--- config.mk ---
export PLATFORM = sky130hd
export DESIGN_NAME = vga_timing_gen_flat
export DESIGN_NICKNAME = d
export VERILOG_FILES = /design/src/rtl/vga_timing_if.sv /design/src/rtl/vga_timing_gen.sv /design/src/flat_wrapper.sv
export SDC_FILE = /design/constraint.sdc
export NUM_CORES = 1
export LEC_CHECK = 0
export ABC_CLOCK_PERIOD_IN_PS = 4250
export CAP_MARGIN = 20
export CELL_PAD_IN_SITES_DETAIL_PLACEMENT = 1
export CELL_PAD_IN_SITES_GLOBAL_PLACEMENT = 2
export CORE_MARGIN = 2
export CORE_UTILIZATION = 32
export DETAILED_ROUTE_END_ITERATION = 10
export GPL_TIMING_DRIVEN = 0
export PLACE_DENSITY_LB_ADDON = 0.1
export SYNTH_ARGS = -nofsm -noshare
export SYNTH_HDL_FRONTEND = slang
export SYNTH_SLANG_ARGS = --single-unit
export TNS_END_PERCENT = 5
--- constraint.sdc ---
create_clock -name clk -period 4.25 [get_ports clk]
set_input_delay 0.6375 -clock clk [delete_from_list [all_inputs] [get_ports clk]]
set_output_delay 0.6375 -clock clk [all_outputs]
set_load 0.005 [all_outputs]
--- src/rtl/vga_timing_if.sv ---
// VGA timing bundle: everything the timing generator presents to pixel and game logic.
//   master : driven by vga_timing_gen
//   slave  : consumers (pixel pipeline, game logic, testbench)
// Signals: pix_ce, hcount, vcount, hsync, vsync, bright, x, y, line_start, frame_start,
// plus frame_count[15:0] when VGA_TIMING_FRAME_CNT_EN is defined.
interface vga_timing_if #(
  parameter int unsigned CNT_W = 10
);
  logic             pix_ce;
  logic [CNT_W-1:0] hcount;
  logic [CNT_W-1:0] vcount;
  logic             hsync;
  logic             vsync;
  logic             bright;
  logic [CNT_W-1:0] x;
  logic [CNT_W-1:0] y;
  logic             line_start;
  logic             frame_start;
`ifdef VGA_TIMING_FRAME_CNT_EN
  logic [15:0]      frame_count;

  modport master (output pix_ce, hcount, vcount, hsync, vsync, bright, x, y, line_start,
                  frame_start, frame_count);
  modport slave  (input  pix_ce, hcount, vcount, hsync, vsync, bright, x, y, line_start,
                  frame_start, frame_count);
`else
  modport master (output pix_ce, hcount, vcount, hsync, vsync, bright, x, y, line_start,
                  frame_start);
  modport slave  (input  pix_ce, hcount, vcount, hsync, vsync, bright, x, y, line_start,
                  frame_start);
`endif
endinterface

--- src/rtl/vga_timing_gen.sv ---
// Parametrised VGA raster timing generator, single clk domain.
// A clk divider produces a one-cycle pixel clock-enable; horizontal/vertical counters advance
// on it and all decoded outputs (sync, bright, x, y, strobes) are registered from the next
// counter values so they change on the same edge as hcount/vcount.
// Ports:
//   clk   : system clock
//   reset : asynchronous, active-low reset
//   en    : run enable; low freezes divider, counters and decoded outputs, masks strobes
//   vga   : vga_timing_if master (pix_ce, hcount, vcount, hsync, vsync, bright, x, y,
//           line_start, frame_start[, frame_count])
// Optional feature: define VGA_TIMING_FRAME_CNT_EN to add a 16-bit wrapping frame counter.
module vga_timing_gen #(
  parameter int unsigned H_ACTIVE = 640,
  parameter int unsigned H_FP     = 16,
  parameter int unsigned H_SYNC   = 96,
  parameter int unsigned H_BP     = 48,
  parameter int unsigned V_ACTIVE = 480,
  parameter int unsigned V_FP     = 10,
  parameter int unsigned V_SYNC   = 2,
  parameter int unsigned V_BP     = 33,
  parameter bit          HS_POL   = 1'b0,
  parameter bit          VS_POL   = 1'b0,
  parameter int unsigned CLK_DIV  = 4,
  parameter int unsigned CNT_W    = 10
) (
  input  logic         clk,
  input  logic         reset,
  input  logic         en,
  vga_timing_if.master vga
);

  localparam int unsigned H_TOTAL = H_SYNC + H_BP + H_ACTIVE + H_FP;
  localparam int unsigned H_START = H_SYNC + H_BP;
  localparam int unsigned H_END   = H_START + H_ACTIVE;
  localparam int unsigned V_TOTAL = V_SYNC + V_BP + V_ACTIVE + V_FP;
  localparam int unsigned V_START = V_SYNC + V_BP;
  localparam int unsigned V_END   = V_START + V_ACTIVE;
  localparam int unsigned DIV_W   = (CLK_DIV > 1) ? $clog2(CLK_DIV) : 1;

  localparam logic [DIV_W-1:0] DivLast = DIV_W'(CLK_DIV - 1);
  localparam logic [CNT_W-1:0] HLast   = CNT_W'(H_TOTAL - 1);
  localparam logic [CNT_W-1:0] VLast   = CNT_W'(V_TOTAL - 1);
  localparam logic [CNT_W-1:0] HStart  = CNT_W'(H_START);
  localparam logic [CNT_W-1:0] VStart  = CNT_W'(V_START);

  logic [DIV_W-1:0] div_q, div_d;
  logic [CNT_W-1:0] hcount_q, hcount_d, vcount_q, vcount_d;
  logic [CNT_W-1:0] x_q, x_d, y_q, y_d;
  logic             hsync_q, hsync_d, vsync_q, vsync_d, bright_q, bright_d;
  logic             line_start_q, line_start_d, frame_start_q, frame_start_d;
  logic             pix_ce, line_wrap, frame_wrap, h_act, v_act;

  // Gated by reset so pix_ce reads 0 while held in reset, even with CLK_DIV=1.
  assign pix_ce = en & reset & (div_q == DivLast);

  always_comb begin
    div_d      = div_q;
    hcount_d   = hcount_q;
    vcount_d   = vcount_q;
    line_wrap  = 1'b0;
    frame_wrap = 1'b0;
    if (en) begin
      div_d = (div_q == DivLast) ? '0 : div_q + 1'b1;
    end
    if (pix_ce) begin
      if (hcount_q == HLast) begin
        hcount_d   = '0;
        line_wrap  = 1'b1;
        frame_wrap = (vcount_q == VLast);
        vcount_d   = (vcount_q == VLast) ? '0 : vcount_q + 1'b1;
      end else begin
        hcount_d = hcount_q + 1'b1;
      end
    end
  end

  // Decode from the next counter values so registered outputs line up with the counters.
  always_comb begin
    h_act         = (32'(hcount_d) >= H_START) && (32'(hcount_d) < H_END);
    v_act         = (32'(vcount_d) >= V_START) && (32'(vcount_d) < V_END);
    hsync_d       = (32'(hcount_d) < H_SYNC) ? HS_POL : ~HS_POL;
    vsync_d       = (32'(vcount_d) < V_SYNC) ? VS_POL : ~VS_POL;
    bright_d      = h_act && v_act;
    x_d           = bright_d ? hcount_d - HStart : '0;
    y_d           = bright_d ? vcount_d - VStart : '0;
    line_start_d  = line_wrap;
    frame_start_d = frame_wrap;
  end

  always_ff @(posedge clk or negedge reset) begin
    if (!reset) begin
      div_q         <= '0;
      hcount_q      <= '0;
      vcount_q      <= '0;
      hsync_q       <= HS_POL;
      vsync_q       <= VS_POL;
      bright_q      <= 1'b0;
      x_q           <= '0;
      y_q           <= '0;
      line_start_q  <= 1'b0;
      frame_start_q <= 1'b0;
    end else begin
      div_q         <= div_d;
      hcount_q      <= hcount_d;
      vcount_q      <= vcount_d;
      hsync_q       <= hsync_d;
      vsync_q       <= vsync_d;
      bright_q      <= bright_d;
      x_q           <= x_d;
      y_q           <= y_d;
      line_start_q  <= line_start_d;
      frame_start_q <= frame_start_d;
    end
  end

  assign vga.pix_ce      = pix_ce;
  assign vga.hcount      = hcount_q;
  assign vga.vcount      = vcount_q;
  assign vga.hsync       = hsync_q;
  assign vga.vsync       = vsync_q;
  assign vga.bright      = bright_q;
  assign vga.x           = x_q;
  assign vga.y           = y_q;
  // Strobes read 0 whenever timing is frozen.
  assign vga.line_start  = line_start_q & en;
  assign vga.frame_start = frame_start_q & en;

`ifdef VGA_TIMING_FRAME_CNT_EN
  logic [15:0] frame_count_q, frame_count_d;

  // Bumps on the edge that raises frame_start; wraps naturally at 16 bits.
  always_comb begin
    frame_count_d = frame_count_q;
    if (frame_wrap) begin
      frame_count_d = frame_count_q + 16'd1;
    end
  end

  always_ff @(posedge clk or negedge reset) begin
    if (!reset) begin
      frame_count_q <= '0;
    end else begin
      frame_count_q <= frame_count_d;
    end
  end

  assign vga.frame_count = frame_count_q;
`else
  // No frame counter in this build.
`endif

endmodule

--- src/flat_wrapper.sv ---
// flat-port wrapper written by rule: the top's interface ports become plain ports
module vga_timing_gen_flat 
#(
  parameter int unsigned H_ACTIVE = 640,
  parameter int unsigned H_FP     = 16,
  parameter int unsigned H_SYNC   = 96,
  parameter int unsigned H_BP     = 48,
  parameter int unsigned V_ACTIVE = 480,
  parameter int unsigned V_FP     = 10,
  parameter int unsigned V_SYNC   = 2,
  parameter int unsigned V_BP     = 33,
  parameter bit          HS_POL   = 1'b0,
  parameter bit          VS_POL   = 1'b0,
  parameter int unsigned CLK_DIV  = 4,
  parameter int unsigned CNT_W    = 10
)
  (clk, reset, en, vga_pix_ce, vga_hcount, vga_vcount, vga_hsync, vga_vsync, vga_bright, vga_x, vga_y, vga_line_start, vga_frame_start);
  vga_timing_if #(.CNT_W(CNT_W)) vga_i ();
  input  logic clk;
  input  logic reset;
  input  logic en;
  output wire logic [$bits(vga_i.pix_ce)-1:0] vga_pix_ce;
  output wire logic [$bits(vga_i.hcount)-1:0] vga_hcount;
  output wire logic [$bits(vga_i.vcount)-1:0] vga_vcount;
  output wire logic [$bits(vga_i.hsync)-1:0] vga_hsync;
  output wire logic [$bits(vga_i.vsync)-1:0] vga_vsync;
  output wire logic [$bits(vga_i.bright)-1:0] vga_bright;
  output wire logic [$bits(vga_i.x)-1:0] vga_x;
  output wire logic [$bits(vga_i.y)-1:0] vga_y;
  output wire logic [$bits(vga_i.line_start)-1:0] vga_line_start;
  output wire logic [$bits(vga_i.frame_start)-1:0] vga_frame_start;
  assign vga_pix_ce = vga_i.pix_ce;
  assign vga_hcount = vga_i.hcount;
  assign vga_vcount = vga_i.vcount;
  assign vga_hsync = vga_i.hsync;
  assign vga_vsync = vga_i.vsync;
  assign vga_bright = vga_i.bright;
  assign vga_x = vga_i.x;
  assign vga_y = vga_i.y;
  assign vga_line_start = vga_i.line_start;
  assign vga_frame_start = vga_i.frame_start;
  vga_timing_gen #(.H_ACTIVE(H_ACTIVE), .H_FP(H_FP), .H_SYNC(H_SYNC), .H_BP(H_BP), .V_ACTIVE(V_ACTIVE), .V_FP(V_FP), .V_SYNC(V_SYNC), .V_BP(V_BP), .HS_POL(HS_POL), .VS_POL(VS_POL), .CLK_DIV(CLK_DIV), .CNT_W(CNT_W)) u_core (.clk(clk), .reset(reset), .en(en), .vga(vga_i));
endmodule
==> impl_results.rst <==
.. list-table::
   :header-rows: 1

   * - Metric
     - Value
   * - Relative area change from synthesis to final layout
     - 31.54%
   * - Worst-margin pin slew
     - 0.6670 ns
   * - Fraction of the core area covered by cells at the end of the flow
     - 0.4318
   * - Final Max Tran Viols
     - 0
   * - Count of buffering cells on the critical path with inverters included
     - 4
   * - Gate family responsible for the most delay along the worst path
     - buffers and inverters
   * - Routed via count
     - 1929
   * - Number of placed I/O pins
     - 49
   * - Cell with the largest stage delay on the worst path
     - clkdlybuf4s50_1
   * - Critical path, cell by cell
     - clkdlybuf4s50_1 -> nand3_1 -> or4_1 -> buf_2 -> clkbuf_1 -> o21ai_2 -> ha_1 -> nand2_1 -> o311ai_0 -> nand2_1 -> a32o_1 -> clkbuf_1 -> a211oi_1
   * - Worst Setup Start Kind
     - primary input
   * - Share of final-layout standard cells stronger than drive strength 1
     - 0.08803
   * - Reg clk slew, reported paths
     - 0.09 ns
   * - Number of endpoints failing setup at the final stage
     - 0
   * - Cells after synthesis
     - 228
   * - Cell type with the highest aggregate area in the netlist
     - dfrtp_1
   * - Relative contribution of combinational cells to total power
     - 0.129
   * - Post-synth top area share
     - 0.4966
   * - Logic depth of the worst register-to-register path
     - 13
   * - Vias in the first global route
     - 2018
   * - Crit Path Max Fanout
     - 10
   * - Share of the synthesized netlist area taken by xor and xnor gates
     - 0.06973
   * - Critical path's largest stage delay
     - 0.59 ns
   * - Compound-cell area share of the yosys netlist
     - 0.1173
   * - Worst voltage drop across the vdd grid
     - 0.1625 mV
   * - Cell-internal power
     - 701.6 uW
   * - Number of buffers added by the clock tree synthesis step
     - 5
   * - Crit. Startpoint
     - en
   * - Most numerous cell types in the synthesized netlist
     - 47 x dfrtp_1, 15 x nor3_1, 14 x nand3_1
   * - Average wire length per cell after detail routing
     - 16.60 um
   * - Post-synthesis cell area
     - 2369 um2
   * - MaxCap Viol Count
     - 0
   * - Kind of path behind the tightest hold check
     - primary input to asynchronous set/reset pin
   * - Hold slack final
     - 0.3014 ns
   * - Layout Nets
     - 294
   * - Die X-Extent
     - 90.03 um
   * - Portion of netlist area occupied by mux cells
     - 0.01321
   * - Starting density of the core
     - 0.3283
   * - Sequential fraction of design power
     - 0.526
   * - Standard-cell row count
     - 31
   * - Number of antenna violations at the first check in global routing
     - 0
   * - GR Util All Layers
     - 0.1656
   * - Unique cell type count in the Yosys netlist
     - 49
   * - Min cycle time layout
     - 3.922 ns
   * - Crit Reg-Reg Endpoint
     - u_core.vga.y[8]
   * - Adder and majority gate portion of the synthesized area
     - 0.03698
   * - CP arrival
     - 4.12 ns
   * - Clock group share of total power
     - 0.345
   * - HPWL after DPL
     - 4727 um
   * - First-pass GRT wire length
     - 10700 um
   * - Clock tree from TritonCTS
     - done
   * - Number of vias per cell after detailed routing
     - 5.037
   * - Simple-gate portion of the synthesized area
     - 0.2293
   * - Result of the run
     - completed
   * - Number of enable flip-flop cells after synthesis
     - 0
   * - Register area share after synthesis
     - 0.4966
   * - Dominant combinational cell family by area after synthesis
     - simple AND/OR/NAND/NOR gates
   * - IO Port Bufs
     - 48
   * - Top post-synthesis cells by area
     - dfrtp_1 50%, ha_1 3.7%, xnor2_1 3.3%, nor3_1 3.2%, nand3_1 3.0%
   * - CTS Root Cell
     - clkbuf_8
   * - Core region area
     - 7214 um2
   * - Pin count of the biggest net entering global routing
     - 29
   * - Capture point of the critical path
     - u_core.vga.y[8]
   * - Required arrival time at the worst endpoint
     - 4.45 ns
   * - Post-synthesis average cell area
     - 10.39 um2
   * - Final worst clock skew
     - 0.01039 ns
   * - Final RePlAce weighted congestion
     - 0.7434
   * - Number of logic stages on the critical path including buffering
     - 13
   * - CTS H-tree lvls
     - 2
   * - Startpoint of the most critical register-to-register path
     - u_core.vga.hcount[0]
   * - Predominant post-synthesis flop cell
     - dfrtp_1
   * - Fraction of power spent switching nets
     - 0.2498
   * - Power per standard cell area
     - 300.2 nW/um2
   * - Worst slew slack as a fraction of its limit
     - 0.5522
   * - Peak clock frequency supported by timing
     - 0.2550 GHz
   * - Leakage power summed over all cells
     - 1.359 nW
   * - # DRC
     - 0
   * - #FFs+latches synth
     - 47
   * - CP endpoint kind
     - flip-flop
   * - Clock network latency to the later pin of the worst-skew pair
     - 0.30 ns
   * - Remaining antenna violation count
     - 0
   * - Detailed router's first-iteration violation count
     - 65
   * - Share of synthesized flip-flops with an asynchronous set or reset
     - 1.000
   * - Most frequent cell after synthesis
     - dfrtp_1
   * - Number of warnings printed during yosys synthesis
     - 0
   * - Antenna diode count
     - 0
   * - Synthesized Nets
     - 238
   * - Final Hold Vio Count
     - 0
   * - Worst-case register-to-register setup slack
     - 0.57 ns
   * - Die Y
     - 90.03 um
   * - Leftover overflow at the end of global routing
     - 0
   * - CTS Sinks
     - 47
   * - Final wirelength
     - 6358 um
   * - Maximum clock insertion buffer count
     - 2
   * - Final period utilization
     - 0.9227
   * - Hold buffer count at CTS
     - 0
   * - Detailed-router iteration count before antenna repair
     - 4
   * - Net load switching power
     - 233.6 uW
   * - Category of the most critical setup path
     - primary input to flip-flop
   * - Total Die Area
     - 8105 um2
-- layout by cell type (no fill, tap or decap), drive strengths merged, types with 6 or more instances in the layout --
master and count:
clkbuf 11, clkdlybuf4s50 47, xnor2 9, nor3 17
inv 13, a21oi 8, xor2 9, o21ai 9
nor2 11, nand2 13, ha 7, dfrtp 47
nand3 14, and2 6
-- kinds of logic after synthesis --
logic type,count (synthesis)
multiplexers,3
XOR/XNOR,18
adder cells (fa/ha/maj),7
flip-flops,47
buffers and inverters,21
AND/OR/NAND/NOR,93
AO/OA/AOI/OAI,39
-- power groups by stage --
stage | clock (mW) | combinational [mW] | sequential [mW]
2_1_floorplan | 0 | 0.0587 | 0.497
3_3_place_gp | 0 | 0.114 | 0.501
3_5_place_dp | 0 | 0.120 | 0.501
4_1_cts | 0.336 | 0.121 | 0.492
5_1_grt | 0.351 | 0.131 | 0.496
6_report | 0.323 | 0.120 | 0.492
-- flip-flops by register name, indices dropped and copies added (netlist names) --
register,flops
u_core.line_start_q,1
u_core.vga.vsync,1
u_core.vga.hcount,10
u_core.div_q,2
u_core.vga.x,10
u_core.vga.vcount,10
u_core.vga.bright,1
u_core.vga.y,10
u_core.vga.hsync,1
u_core.frame_start_q,1
-- final cells by class --
cell class | count | area [um2]
fillers | 841 | 4099
flip-flops and latches | 47 | 1176
multi-input cells | 160 | 1129
repair buffers | 49 | 495.5
well taps | 99 | 123.9
clock buffers | 6 | 72.57
inverters | 13 | 48.80
plain buffers | 8 | 40.04
clock inverters | 1 | 30.03
-- stage by stage --
| step | cells | cell area (um2) | setup slack [ns] | power [mW] | TNS [ns] |
|---|---|---|---|---|---|
| finish | 383 | 3115 | 0.3284 | 0.9352 | 0 |
| global route | 383 | 3115 | -0.01393 | 0.9784 | -0.02446 |
| CTS | 383 | 3090 | 0.05106 | 0.9484 | 0 |
| detailed placement | 376 | 2988 | -0.2463 | 0.6212 | -2.163 |
| global placement | 375 | 2973 | -2.169 | 0.6151 | -53.52 |
| floorplan | 228 | 2369 | 1.085 | 0.5561 | 0 |
-- worst min-delay path by stage --
stage	startpoint	end	slack (ns)
2_1_floorplan	reset	u_core.div_q[0]	0.34
3_3_place_gp	u_core.div_q[0]	u_core.div_q[0]	0.47
3_5_place_dp	u_core.div_q[0]	u_core.div_q[0]	0.48
4_1_cts	reset	u_core.vga.x[3]	0.31
5_1_grt	reset	u_core.vga.x[3]	0.34
6_report	reset	u_core.vga.x[3]	0.30
-- routing by layer --
metal  global-route usage  share of wire  vias to the layer above
li1                     -              -                      918
met1               0.2291           0.48                      971
met2               0.2632           0.47                       34
met3              0.03521          0.038                        6
met4              0.04615          0.012                        0
met5                    0              0                        -
-- what timing repair did --
action                     4_1_cts  5_1_grt
resized for setup                0        7
buffers inserted                 0        0
setup endpoints to repair        0       20
(Power assumes the default switching activity.)
